==> config.mk <==
export PLATFORM = sky130hd
export DESIGN_NAME = axis_align_combiner_flat
export DESIGN_NICKNAME = d
export VERILOG_FILES = /design/src/rtl/axis_pkg.sv /design/src/rtl/axis_align_combiner_if.sv /design/src/rtl/axis_fifo.sv /design/src/rtl/axis_align_combiner.sv /design/src/flat_wrapper.sv
export SDC_FILE = /design/constraint.sdc
export NUM_CORES = 1
export LEC_CHECK = 0
export BUFFER_PORTS_ARGS = -buffer_cell sky130_fd_sc_hd__buf_4
export CORE_AREA = 8 8 143 198
export CTS_BUF_LIST = sky130_fd_sc_hd__clkbuf_8
export CTS_CLUSTER_SIZE = 8
export DETAILED_ROUTE_END_ITERATION = 16
export DIE_AREA = 0 0 151 206
export MAX_ROUTING_LAYER = met4
export PLACE_DENSITY = 0.62
export REMOVE_ABC_BUFFERS = 1
export SETUP_SLACK_MARGIN = 0.02
export SLEW_MARGIN = 0
export SYNTH_ARGS = -nofsm -noshare
export SYNTH_HDL_FRONTEND = slang
export SYNTH_SLANG_ARGS = --single-unit
==> constraint.sdc <==
create_clock -name clk -period 2.6 [get_ports clk]
set_input_delay 0.52 -clock clk [delete_from_list [all_inputs] [get_ports clk]]
set_output_delay 0.52 -clock clk [all_outputs]
set_load 0.01 [all_outputs]
==> src/rtl/axis_pkg.sv <==
// Shared types for the aligning stream combiner: FSM state encoding and
// the width of the forced-frame counter.
package axis_pkg;

  localparam int PCNT_W = 16;

  typedef enum logic [1:0] {
    IDLE      = 2'd0,
    COLLECT   = 2'd1,
    FIRE_WAIT = 2'd2
  } state_t;

endpackage

==> src/rtl/axis_align_combiner_if.sv <==
// Bundle of the per-channel input streams and the combined output stream.
// slave = the combiner side, master = traffic source/sink side.
interface axis_align_combiner_if #(
  parameter int DW = 24,
  parameter int N  = 2
);
  logic [DW-1:0] s_axis_tdata  [N];
  logic          s_axis_tvalid [N];
  logic          s_axis_tready [N];
  logic [DW-1:0] m_axis_tdata  [N];
  logic [N-1:0]  m_axis_tuser;
  logic          m_axis_tvalid;
  logic          m_axis_tready;

  modport slave (
    input  s_axis_tdata, s_axis_tvalid, m_axis_tready,
    output s_axis_tready, m_axis_tdata, m_axis_tuser, m_axis_tvalid
  );

  modport master (
    output s_axis_tdata, s_axis_tvalid, m_axis_tready,
    input  s_axis_tready, m_axis_tdata, m_axis_tuser, m_axis_tvalid
  );
endinterface

==> src/rtl/axis_fifo.sv <==
// Per-channel FIFO with combinational read port; empty_nxt predicts the
// emptiness after this cycle's push/pop so the combiner FSM can track it.
module axis_fifo #(
  parameter int DW    = 24,
  parameter int DEPTH = 4
) (
  input  logic          clk,
  input  logic          rst,
  input  logic          push,
  input  logic          pop,
  input  logic [DW-1:0] wdata,
  output logic [DW-1:0] rdata,
  output logic          empty,
  output logic          full,
  output logic          empty_nxt
);
  localparam int AW = $clog2(DEPTH);

  logic [DW-1:0] mem [DEPTH];
  logic [AW-1:0] wr_ptr, rd_ptr;
  logic [AW:0]   cnt, cnt_nxt;
  logic          wr_en, rd_en;

  assign empty = (cnt == '0);
  assign full  = (cnt == (AW+1)'(DEPTH));
  assign wr_en = push && !full;
  assign rd_en = pop && !empty;
  assign rdata = mem[rd_ptr];

  always_comb begin
    cnt_nxt = cnt;
    if (wr_en && !rd_en)      cnt_nxt = cnt + 1'b1;
    else if (rd_en && !wr_en) cnt_nxt = cnt - 1'b1;
  end

  assign empty_nxt = (cnt_nxt == '0);

  always_ff @(posedge clk) begin
    if (wr_en) mem[wr_ptr] <= wdata;
  end

  always_ff @(posedge clk) begin
    if (rst) begin
      wr_ptr <= '0;
      rd_ptr <= '0;
      cnt    <= '0;
    end else begin
      if (wr_en) wr_ptr <= wr_ptr + 1'b1;
      if (rd_en) rd_ptr <= rd_ptr + 1'b1;
      cnt <= cnt_nxt;
    end
  end

endmodule

==> src/rtl/axis_align_combiner.sv <==
// Aligns N per-channel streams into one frame per output beat; with TIMEOUT>0
// a stalled partial frame is forced out with missing lanes zeroed.
//   state     | meaning
//   IDLE      | all active FIFOs empty, en_mask is latched each cycle
//   COLLECT   | some active FIFO holds data, waiting for the rest
//   FIRE_WAIT | timeout expired, waiting for the output register to free
module axis_align_combiner
  import axis_pkg::*;
#(
  parameter int DW      = 24,
  parameter int N       = 2,
  parameter int DEPTH   = 4,
  parameter int TIMEOUT = 0
) (
  input  logic              clk,
  input  logic              rst,
  input  logic [N-1:0]      en_mask,
  axis_align_combiner_if.slave bus,
  output logic [PCNT_W-1:0] partial_cnt
);
  localparam int TW = (TIMEOUT > 1) ? $clog2(TIMEOUT) : 1;

  state_t        state, state_nxt;
  logic [N-1:0]  active_q, act_mask;
  logic [N-1:0]  empty_w, empty_nxt_w, full_w, push, pop;
  logic [N-1:0]  fifo_ne, fifo_ne_nxt;
  logic [DW-1:0] rdata [N];
  logic [TW-1:0] tcnt;
  logic          out_free, all_ne, any_ne, timeout_hit;
  logic          full_fire, partial_fire, fire;

  // Outside IDLE the mask is frozen so a frame never changes shape mid-collection
  assign act_mask    = (state == IDLE) ? en_mask : active_q;
  assign fifo_ne     = ~empty_w;
  assign fifo_ne_nxt = ~empty_nxt_w;

  for (genvar g = 0; g < N; g++) begin : g_ch
    axis_fifo #(.DW(DW), .DEPTH(DEPTH)) u_fifo (
      .clk       (clk),
      .rst       (rst),
      .push      (push[g]),
      .pop       (pop[g]),
      .wdata     (bus.s_axis_tdata[g]),
      .rdata     (rdata[g]),
      .empty     (empty_w[g]),
      .full      (full_w[g]),
      .empty_nxt (empty_nxt_w[g])
    );
    assign bus.s_axis_tready[g] = !rst && (!act_mask[g] || !full_w[g]);
    assign push[g] = act_mask[g] && bus.s_axis_tvalid[g] && !full_w[g];
    assign pop[g]  = fire && act_mask[g] && fifo_ne[g];
  end

  always_ff @(posedge clk) begin
    if (rst) state <= IDLE;
    else     state <= state_nxt;
  end

  // Disabled channels never hold data, so "any FIFO non-empty next" is exact
  always_comb begin
    state_nxt = state;
    if (timeout_hit && !fire && any_ne) state_nxt = FIRE_WAIT;
    else if (|fifo_ne_nxt)              state_nxt = COLLECT;
    else                                state_nxt = IDLE;
  end

  always_comb begin
    out_free     = !bus.m_axis_tvalid || bus.m_axis_tready;
    all_ne       = (act_mask != '0) && ((fifo_ne & act_mask) == act_mask);
    any_ne       = |(fifo_ne & act_mask);
    timeout_hit  = 1'b0;
    if (TIMEOUT > 0)
      timeout_hit = (state == FIRE_WAIT) ||
                    ((state == COLLECT) && (tcnt == TW'(TIMEOUT - 1)));
    full_fire    = all_ne && out_free;
    partial_fire = !all_ne && any_ne && timeout_hit && out_free;
    fire         = full_fire || partial_fire;
  end

  always_ff @(posedge clk) begin
    if (rst) begin
      active_q <= '0;
      tcnt     <= '0;
    end else begin
      if (state == IDLE) active_q <= en_mask;
      if (fire || state == IDLE || state_nxt == IDLE)
        tcnt <= '0;
      else if (TIMEOUT > 0 && state == COLLECT && !timeout_hit)
        tcnt <= tcnt + 1'b1;
    end
  end

  always_ff @(posedge clk) begin
    if (rst) begin
      bus.m_axis_tvalid <= 1'b0;
      bus.m_axis_tuser  <= '0;
      for (int i = 0; i < N; i++) bus.m_axis_tdata[i] <= '0;
      partial_cnt <= '0;
    end else begin
      if (fire) begin
        bus.m_axis_tvalid <= 1'b1;
        bus.m_axis_tuser  <= pop;
        for (int i = 0; i < N; i++)
          bus.m_axis_tdata[i] <= pop[i] ? rdata[i] : '0;
      end else if (bus.m_axis_tready) begin
        bus.m_axis_tvalid <= 1'b0;
      end
      if (partial_fire && partial_cnt != '1)
        partial_cnt <= partial_cnt + 1'b1;
    end
  end

endmodule

==> src/flat_wrapper.sv <==
// flat-port wrapper written by rule: the top's interface ports become plain ports
module axis_align_combiner_flat import axis_pkg::*;
#(
  parameter int DW      = 24,
  parameter int N       = 2,
  parameter int DEPTH   = 4,
  parameter int TIMEOUT = 0
)
  (clk, rst, en_mask, partial_cnt, bus_s_axis_tdata, bus_s_axis_tvalid, bus_m_axis_tready, bus_s_axis_tready, bus_m_axis_tdata, bus_m_axis_tuser, bus_m_axis_tvalid);
  axis_align_combiner_if #(.DW(DW), .N(N)) bus_i ();
  input  logic clk;
  input  logic rst;
  input  logic [N-1:0] en_mask;
  output logic [PCNT_W-1:0] partial_cnt;
  input wire logic [$bits(bus_i.s_axis_tdata)-1:0] bus_s_axis_tdata;
  input wire logic [$bits(bus_i.s_axis_tvalid)-1:0] bus_s_axis_tvalid;
  input wire logic [$bits(bus_i.m_axis_tready)-1:0] bus_m_axis_tready;
  output wire logic [$bits(bus_i.s_axis_tready)-1:0] bus_s_axis_tready;
  output wire logic [$bits(bus_i.m_axis_tdata)-1:0] bus_m_axis_tdata;
  output wire logic [$bits(bus_i.m_axis_tuser)-1:0] bus_m_axis_tuser;
  output wire logic [$bits(bus_i.m_axis_tvalid)-1:0] bus_m_axis_tvalid;
  assign bus_i.s_axis_tdata = {>>{bus_s_axis_tdata}};
  assign bus_i.s_axis_tvalid = {>>{bus_s_axis_tvalid}};
  assign bus_i.m_axis_tready = bus_m_axis_tready;
  assign bus_s_axis_tready = {>>{bus_i.s_axis_tready}};
  assign bus_m_axis_tdata = {>>{bus_i.m_axis_tdata}};
  assign bus_m_axis_tuser = bus_i.m_axis_tuser;
  assign bus_m_axis_tvalid = bus_i.m_axis_tvalid;
  axis_align_combiner #(.DW(DW), .N(N), .DEPTH(DEPTH), .TIMEOUT(TIMEOUT)) u_core (.clk(clk), .rst(rst), .en_mask(en_mask), .bus(bus_i), .partial_cnt(partial_cnt));
endmodule
== Word level (Yosys, flattened, before mapping) ==
Memories as Yosys holds them, arrays and structs flattened. A register that Yosys moved wholly into a read port is not among the register bits.
Index checks and enable logic that the tools add are counted.
Word-level totals
  bits in writable memories: 192
  output and inout port bits: 69
  word-level logic and storage cells: 89
  register bits after elaboration: 69
  input port bits: 55
  memories kept: 2
Cells by class
  muxes and demuxes: 18
  bitwise gates (word level): 3
  reductions and logical operators: 43
  equal/unequal tests: 3
  add/sub/neg operators: 8
Memory list
  u_core.g_ch[0].u_fifo.mem: words 4, bits a word 24, read ports 1, clocked after Yosys merged registers in 1, wr ports 1, RTL line axis_fifo.sv:19  | logic [DW-1:0] mem [DEPTH];
  u_core.g_ch[1].u_fifo.mem: words 4, bits a word 24, read ports 1, clocked after Yosys merged registers in 1, wr ports 1, RTL line axis_fifo.sv:19
Operator list (number)
  $mux W24: 2
  $logic_and A1 B1 Y1: 20
  $logic_not A1 Y1: 12
  $logic_not A3 Y1: 4
  $mux W3: 4
  $mux W2: 5
  $add A2 B1 Y2 const B: 4
  $mux W1: 7
  $add A3 B1 Y3 const B: 2
  $eq A3 B3 Y1 const B: 2
  $sub A3 B1 Y3 const B: 2
  $not A2 Y2: 2
  $reduce_bool A2 Y1: 2
  $logic_or A1 B1 Y1: 3
  $and A2 B2 Y2: 1
  $eq A2 B2 Y1: 1
  $logic_not A2 Y1: 1
  $reduce_or A2 Y1: 1

== Depth between registers and ports, before layout ==
Gate-level depths: netlist (run 1).
  word-level depth: 16
  gate-level depth with buffers: 8
  gate-level depth less buffers: 7

== By module ==
A second synthesis (run 1) with hierarchy kept.
Second synthesis, totals
  cell total of the unflattened synthesis: 539
  area, all modules: 9972.1 µm²
Modules (own cells, without submodules)
  axis_fifo: area an instance 4036.4 µm², instances 2, sequential area each 3062.9 µm², cells each 192
  axis_align_combiner: area an instance 1899.3 µm², instances 1, sequential area each 1081.0 µm², cells each 155

== Worst setup path before layout (run 1) ==
OpenSTA, ideal clock, no wires.
  path type: register -> register
  from: register u_core.g_ch[0].u_fifo.cnt[0]
  to: memory u_core.g_ch[0].u_fifo.mem[0][0] (enable)
  arrival time: 1.703 ns
  stages on the path, launching flop included: 5
  period minus slack after synthesis: 2.086 ns
  setup slack: 0.514 ns
  path buffers: 0
  data required time: 2.217 ns
  setup time: 0.383 ns
  path through: dfxtp_1 > inv_1 > ha_1 > a21boi_1 > and3_1
On the way
  longest elaborated chain between the ends: 6
RTL lines
  start, declared: RTL line axis_fifo.sv:21  | logic [AW:0] cnt, cnt_nxt;
  start signal, assigned: RTL line axis_fifo.sv:50  | cnt <= cnt_nxt;
  $eq A3 B3 Y1 *: RTL line axis_fifo.sv:25  | assign full = (cnt == (AW+1)'(DEPTH));
  $logic_not A1 Y1 *: RTL line axis_fifo.sv:26, axis_align_combiner.sv:50
  $logic_and A1 B1 Y1: RTL line axis_align_combiner.sv:50  | assign push[g] = act_mask[g] && bus.s_axis_tvalid[g] && !full_w[g];
  $logic_and A1 B1 Y1 *: RTL line axis_fifo.sv:26  | assign wr_en = push && !full;
  $mux W1 *: RTL line axis_fifo.sv:39  | if (wr_en) mem[wr_ptr] <= wdata;
  $mux W1 (not written as such) *: RTL line axis_fifo.sv:39
  end, declared: RTL line axis_fifo.sv:19
Mark *: on every way between the ends. The rest lies on a longest branch, timed or not.

== Final worst setup path (run 1) ==
  from: register u_core.g_ch[0].u_fifo.cnt[0]
  to: register u_core.state[0]
On the way
  longest elaborated chain between the ends: 16
  elaborated cells between the ends (all ways): 35
  those cells by class: add/sub (2); eq/ne (2); mux (5); bitwise (3); reduce/logical (23)
RTL lines
  $logic_not A3 Y1: RTL line axis_fifo.sv:24  | assign empty = (cnt == '0);
  $not A2 Y2: RTL line axis_align_combiner.sv:34  | assign fifo_ne = ~empty_w;
  $and A2 B2 Y2: RTL line axis_align_combiner.sv:69  | all_ne = (act_mask != '0) && ((fifo_ne & act_mask) == act_mask);
  $eq A2 B2 Y1: RTL line axis_align_combiner.sv:69
  $logic_and A1 B1 Y1: RTL line axis_align_combiner.sv:69
  $logic_and A1 B1 Y1: RTL line axis_align_combiner.sv:75  | full_fire = all_ne && out_free;
  $logic_and A1 B1 Y1 (2 in a row): RTL line axis_align_combiner.sv:51  | assign pop[g] = fire && act_mask[g] && fifo_ne[g];
  $logic_and A1 B1 Y1: RTL line axis_fifo.sv:27  | assign rd_en = pop && !empty;
  $logic_and A1 B1 Y1 or $logic_not A1 Y1 (tied branches): RTL line axis_fifo.sv:33, axis_fifo.sv:32
  $mux W3 or $logic_and A1 B1 Y1 (tied branches): RTL line axis_fifo.sv:33, axis_fifo.sv:32
  $mux W3: RTL line axis_fifo.sv:32  | if (wr_en && !rd_en) cnt_nxt = cnt + 1'b1;
  $logic_not A3 Y1: RTL line axis_fifo.sv:36  | assign empty_nxt = (cnt_nxt == '0);
  $not A2 Y2 *: RTL line axis_align_combiner.sv:35  | assign fifo_ne_nxt = ~empty_nxt_w;
  $reduce_or A2 Y1 *: RTL line axis_align_combiner.sv:63  | else if (|fifo_ne_nxt) state_nxt = COLLECT;
  $mux W1 *: RTL line axis_align_combiner.sv:63
  end signal, assigned: RTL line axis_align_combiner.sv:56  | else state <= state_nxt;
  end, declared: RTL line axis_align_combiner.sv:23  | state_t state, state_nxt;
Marked as above.
A chain may end at the register's enable or synchronous reset.

==> metrics.csv, run 1 <==
metric,value,unit
DR WL/cell,19.5,um
Sequential Power Share,0.467,
Syn. warnings,0,
synthesized flop and latch total,264,
PD cells,930,mW/mm^2
postcts setup bufs,0,
Max-cap violations,0,
GRT Resource Usage Total,0.139,
RSZ-0062 raised after global routing,false,
num rows,69,
Worst-Margin Slew,632,ps
worst min path class,primary input to flop,
multi-input logic area,0.00253,sq mm
Syn Area/Cell,17.1,sq um
clk buf depth,3,
Die Ht,206,um
Critical Path Slowest Stage Cell,a2111oi_4,
CTS H-tree lvls,2,
die width,151,um
largest net degree at the start of global routing,40,
# hold bufs at CTS,0,
Sw Ratio,0.281,
Clk pwr share,0.299,
"Remaining Overflow, GRT",0,
status,"complete, no violations",
Initial DRT Pass Iterations,4,
Routability Congestion,0.743,
Comb power frac,0.234,
Die ar.,0.0311,sq mm
skew final,18.9,ps
I/O pin cnt,124,
Crit Path Category,flop to flop,
vias after detailed routing,5502,
vias in the first global route,6081,
area of the core,0.0252,sq mm
Final Max Slew Viols,0,
minimum clock period,2370,ps
max incr delay on CP,490,ps
setup TNS,0,ps
clk_lat worst skew,510,ps
final hold slack,198,ps
First DRT Iteration DRCs,351,
"Hold Vio Cnt, Final",0,
Worst VDD drop,527,uV
Buf/Inv on CP,1,
worst-path fanout max,5,
fmax,422,MHz
CP top delay family,compound AO/OA/AOI/OAI gates,
Layout Nets,788,
Register Area,0.00721,sq mm
number of synthesized flops with an enable pin,192,
Layout area overhead,20.6,%
initial antenna violation count,0,
# fillers,2172,
Sw Pwr,3.14,mW
clk slew on worst S/H paths,60,ps
Vias/cell,5.13,
Post-Syn Instances,583,
Pleak,4.29,nW
DRC Markers,0,
Synth async-reset ratio,0,
"Period Utilization, post-route",0.912,
register area share after synthesis,0.724,
layout cell share with drive strength beyond 1,0.311,
global-route wire length before repair,32.4,mm
Slew Limit Headroom,0.578,
Final ANT Viol Nets,0,
CP Capture Type,flop,
post-layout util,0.476,
TritonCTS clock tree,done,
Synth Flop Type,edfxtp_1,
Ant. Diodes,0,
root buffer cell,clkbuf_8,
CTS Buf Count,43,
post-CTS sizing,0,
Internal Power,8.02,mW
count of cell types in the netlist,33,
Final HPWL DP,13.1,mm
starting density of the core,0.395,
total power draw,11.2,mW
drt total wl,20.9,mm
Worst Setup Start Kind,flop,
Port Buf Inserts,107,
CP arrival,2740,ps
"Cell Area, Synth",0.00995,sq mm
CP Cell Sequence,"inv_1, ha_1, nor2b_1, a2111oi_4, mux2i_1, o32ai_1, a41oi_1",
final setup fails,0,
"Req. time, crit path",2970,ps
total clock sinks,264,
## through the flow
stage          cell area (sq um)  setup slack, ps  cells
2_1_floorplan               9760             -283    549
3_3_place_gp               11200              287    993
3_5_place_dp               11200              283    993
4_1_cts                    12000              248   1072
5_1_grt                    12000             94.7   1072
6_report                   12000              228   1072
## sequential cells by signal (all words and copies together) (netlist names), 2 cells and up, named ones only
register	cells
u_core.g_ch.u_fifo.mem	192
u_core.bus.m_axis_tdata	48
u_core.g_ch.u_fifo.cnt	6
u_core.g_ch.u_fifo.rd_ptr	4
u_core.g_ch.u_fifo.wr_ptr	4
u_core.active_q	2
u_core.bus.m_axis_tuser	2
## power groups by stage
stage          combinational [mW]  clock, mW  sequential (mW)
2_1_floorplan                1.44          0             5.39
3_3_place_gp                 2.58          0             5.27
3_5_place_dp                 2.65          0             5.30
4_1_cts                      2.66       3.46             5.21
5_1_grt                      2.84       3.63             5.25
6_report                     2.61       3.34             5.21
## logic make-up after synthesis
kind of cell / after synthesis / share of synthesized area
AOI/OAI and AO/OA: 73 / 0.0580
xor gates and xnor gates: 10 / 0.00880
adders and majority gates: 14 / 0.0176
buffers and inverters: 58 / 0.0287
DFF: 264 / 0.724
muxes: 58 / 0.119
other: 1 / 0.000377
and+or+nand+nor: 105 / 0.0435
## per-layer routing
layer,share of wire,global-route usage,vias up
li1,-,-,2500
met1,0.38,0.148,2798
met2,0.53,0.245,168
met3,0.066,0.0359,36
met4,0.019,0.0450,0
met5,0,-,-
## Yosys cell counts (3+ instances only)
cell type	number	share of area
nand3_1	3	0.0015
buf_4	16	0.012
clkbuf_1	21	0.0079
edfxtp_1	192	0.58
xnor2_1	8	0.0070
dfxtp_1	72	0.14
buf_1	6	0.0023
mux4_2	48	0.11
buf_2	6	0.0030
a22oi_1	48	0.036
mux2i_1	8	0.0080
a31oi_1	3	0.0019
inv_1	9	0.0034
and3_1	8	0.0050
nor2b_1	3	0.0019
ha_1	14	0.018
nor2_1	71	0.027
a21oi_1	6	0.0030
nand2_1	16	0.0060
## worst paths after layout
path / start / end / slack, ps / cells past startpoint
worst min register to register: u_core.g_ch[0].u_fifo.wr_ptr[1] / u_core.g_ch[0].u_fifo.wr_ptr[1] / 500 / 2
worst min-delay path: bus_s_axis_tdata[4] / u_core.g_ch[1].u_fifo.mem[0][4] / 200 / 1
worst max register to register: u_core.g_ch[0].u_fifo.cnt[0] / u_core.state[0] / 230 / 7
worst max-delay path: u_core.g_ch[0].u_fifo.cnt[0] / u_core.state[0] / 230 / 7
## area by class of cell
class	instances	share of cell area
Clock buffer	50	0.0573
Clock inverter	29	0.0114
Inverter	9	0.00281
Multi-Input combinational cell	276	0.211
Sequential cell	264	0.601
Tap cell	319	0.0333
Timing Repair Buffer	125	0.0834
## placed cells by master, fill, tap and decap left out, types with 6 or more instances in the layout
| master | n |
|---|---|
| nand2_1 | 16 |
| buf_4 | 120 |
| conb_1 | 16 |
| and3_1 | 8 |
| mux2i_1 | 8 |
| dfxtp_1 | 70 |
| mux4_2 | 48 |
| ha_1 | 14 |
| clkbuf_8 | 50 |
| a21oi_1 | 6 |
| inv_1 | 32 |
| xnor2_1 | 8 |
| edfxtp_1 | 192 |
| nor2_1 | 71 |
| a22oi_1 | 48 |
Power figures use the tool's default switching activity.
==> run 2, diff against run 1 <==
--- a/config.mk
+++ b/config.mk
@@ -6,11 +6,10 @@
 export NUM_CORES = 1
 export LEC_CHECK = 0
 export BUFFER_PORTS_ARGS = -buffer_cell sky130_fd_sc_hd__buf_4
-export CORE_AREA = 8 8 143 198
-export CTS_BUF_LIST = sky130_fd_sc_hd__clkbuf_8
+export CORE_AREA = 2 2 161 163
 export CTS_CLUSTER_SIZE = 8
 export DETAILED_ROUTE_END_ITERATION = 16
-export DIE_AREA = 0 0 151 206
+export DIE_AREA = 0 0 163 165
 export MAX_ROUTING_LAYER = met4
 export PLACE_DENSITY = 0.62
 export REMOVE_ABC_BUFFERS = 1
==> run 2 against run 1 <==
  * Via count up 0.16%
  * Sequential power about the same
  * Core utilization up 1.6 points
  * Critical path type unchanged
==> metrics.csv, run 2 (synthesis results as in run 1) <==
metric,value,unit,change
status,"complete, no violations",,
minimum clock period,2440,ps,+66.9 ps
CP Launch Point,u_core.g_ch[1].u_fifo.cnt[0],,
placed insts,1006,,+1.3%
Layout Nets,785,,-0.38%
max reg flops,192,,unchanged
worst-path fanout max,6,,+1
largest net degree at the start of global routing,37,,-7.5%
Clk pwr share,0.365,,+0.066
CP arrival,2800,ps,+60 ps
Ant. Diodes,0,,unchanged
I/O pin cnt,124,,unchanged
Sw Ratio,0.272,,-0.00990
reg2reg start,u_core.g_ch[1].u_fifo.cnt[0],,
# fillers,2135,,-1.7%
drt total wl,20.9,mm,-0.25%
DRC Markers,0,,unchanged
"commonest non-fill, non-tap cell in the layout",edfxtp_1,,
Crit Path Category,flop to flop,,
Sequential Power Share,0.423,,-0.044
Layout area overhead,23.7,%,
PD cells,1000,mW/mm^2,+7.8%
Final Max Slew Viols,0,,unchanged
"Period Utilization, post-route",0.938,,+0.0257
RSZ-0062 raised after global routing,false,,
global-route wire length before repair,31.9,mm,-1.5%
hold path endpoint,u_core.g_ch[1].u_fifo.mem[3][11],,
Pleak,4.32,nW,+0.69%
Vias/cell,5.12,,-0.21%
vias after detailed routing,5511,,+0.16%
Final ANT Viol Nets,0,,unchanged
area of the core,0.0250,sq mm,-0.69%
starting density of the core,0.398,,+0.00272
num rows,58,,-16%
Sw Pwr,3.35,mW,+6.7%
Worst VDD drop,533,uV,+1.1%
Buf/Inv on CP,1,,unchanged
placed cell area,0.0112,sq mm,+0.14%
die width,163,um,+7.9%
postcts setup bufs,0,,unchanged
fmax,410,MHz,-2.7%
"Hold Vio Cnt, Final",0,,unchanged
reg2reg end,u_core.state[0],,
Worst R2R Path Depth,7,,unchanged
CP Cell Sequence,"inv_1, ha_1, nor2b_1, a2111oi_4, mux2i_1, o32ai_1, a41oi_1",,
"Remaining Overflow, GRT",0,,unchanged
CTS Buf Count,38,,-12%
Reg with most FFs,u_core.g_ch.u_fifo.mem,,
min-delay src,bus_s_axis_tdata[11],,
"commonest non-fill, non-tap cells in the layout","edfxtp_1 (192), buf_4 (123), nor2_1 (71), dfxtp_1 (70)",,
CTS H-tree lvls,2,,unchanged
Max-cap violations,0,,unchanged
root buffer cell,clkbuf_16,,
fin area,0.0123,sq mm,+2.6%
total power draw,12.3,mW,+11%
Critical Path Slowest Stage Cell,a2111oi_4,,
max incr delay on CP,610,ps,+120 ps
Port Buf Inserts,107,,unchanged
"non-filler cells, final",1076,,+0.37%
Worst-Margin Slew,687,ps,+55.0 ps
Initial DRT Pass Iterations,4,,unchanged
final setup fails,0,,unchanged
Routability Congestion,0.797,,+7.3%
setup TNS,0,ps,unchanged
skew final,14.7,ps,-4.18 ps
layout cell share with drive strength beyond 1,0.302,,-0.00915
Slew Limit Headroom,0.542,,-0.0363
TritonCTS clock tree,done,,
# hold bufs at CTS,0,,unchanged
worst min path class,primary input to flop,,
DR WL/cell,19.4,um,-0.62%
CP Capture Type,flop,,
initial antenna violation count,0,,unchanged
Worst path depth,7,,unchanged
GRT Resource Usage Total,0.162,,+0.0236
Internal Power,8.99,mW,+12%
Die Ht,165,um,-20%
"Req. time, crit path",2960,ps,about the same
clk slew on worst S/H paths,50,ps,about the same
Worst Setup Start Kind,flop,,
total clock sinks,264,,unchanged
WHS Path Cells,1,,unchanged
clk buf depth,3,,unchanged
post-layout util,0.492,,+0.0156
Comb power frac,0.213,,-0.021
clk_lat worst skew,510,ps,about the same
CP top delay family,compound AO/OA/AOI/OAI gates,,
post-CTS sizing,0,,unchanged
Largest regs,"u_core.g_ch.u_fifo.mem x192, u_core.bus.m_axis_tdata x48, u_core.g_ch.u_fifo.cnt x6",,
Final HPWL DP,12.7,mm,-3.6%
Die ar.,0.0269,sq mm,-14%
First DRT Iteration DRCs,312,,-11%
vias in the first global route,5774,,-5.0%
reg2reg setup slack,160,ps,-70 ps
## run 2: cell count changes in the layout (fill, tap and decap cells not counted), sizes merged
cell,before,now
buf,125,127
inv,32,9
bufinv,1,0
clkbuf,50,68
clkinv,5,2
## run 2: how the worst max path moves through the flow
stage / endpoint / slack [ps]
6_report: u_core.state[0] / 160
4_1_cts: u_core.state[0] / 130
5_1_grt: u_core.g_ch[0].u_fifo.rd_ptr[1] / 20
3_5_place_dp: u_core.state[0] / 160
2_1_floorplan: u_core.bus.m_axis_tdata[0] / -280
3_3_place_gp: u_core.state[0] / 290
## run 2: power by group through the flow
| stage | Combinational, mW | Clock [mW] | Sequential (mW) |
|---|---|---|---|
| finish | 2.62 | 4.50 | 5.22 |
| global route | 2.88 | 4.78 | 5.26 |
| CTS | 2.68 | 4.60 | 5.22 |
| detailed placement | 2.66 | 0 | 5.30 |
| global placement | 2.58 | 0 | 5.27 |
| floorplan | 1.44 | 0 | 5.39 |
## run 2: worst reg2reg max path: cells and delay by family, from the launching register on
| kind | cells | cell delay [ps] |
|---|---|---|
| flops | 1 | 420 |
| compound gates | 3 | 1080 |
| buf+inv | 1 | 100 |
| fa+ha+maj | 1 | 250 |
| simple gates | 1 | 230 |
| mux | 1 | 220 |
## run 2: final cells by class
type | instances | area [sq um] | share of cell area
inverters | 9 | 33.8 | 0.00274
multi-input cells | 276 | 2530 | 0.206
well taps | 330 | 413 | 0.0335
flip-flops and latches | 264 | 7210 | 0.586
clock inverters | 2 | 32.5 | 0.00264
repair buffers | 127 | 1000 | 0.0815
clock buffers | 68 | 1080 | 0.0881
## run 2: routing by layer
metal  global-route usage  share of wire
met5                    -              0
met4               0.0406          0.016
met3               0.0404          0.069
met2                0.284           0.51
met1                0.188           0.40
## run 2: metrics by stage
step                hold slack [ps]  setup WS [ps]
global route                    198           24.3
finish                          212            161
global placement                474            289
detailed placement              498            159
CTS                             190            128
floorplan                       463           -283
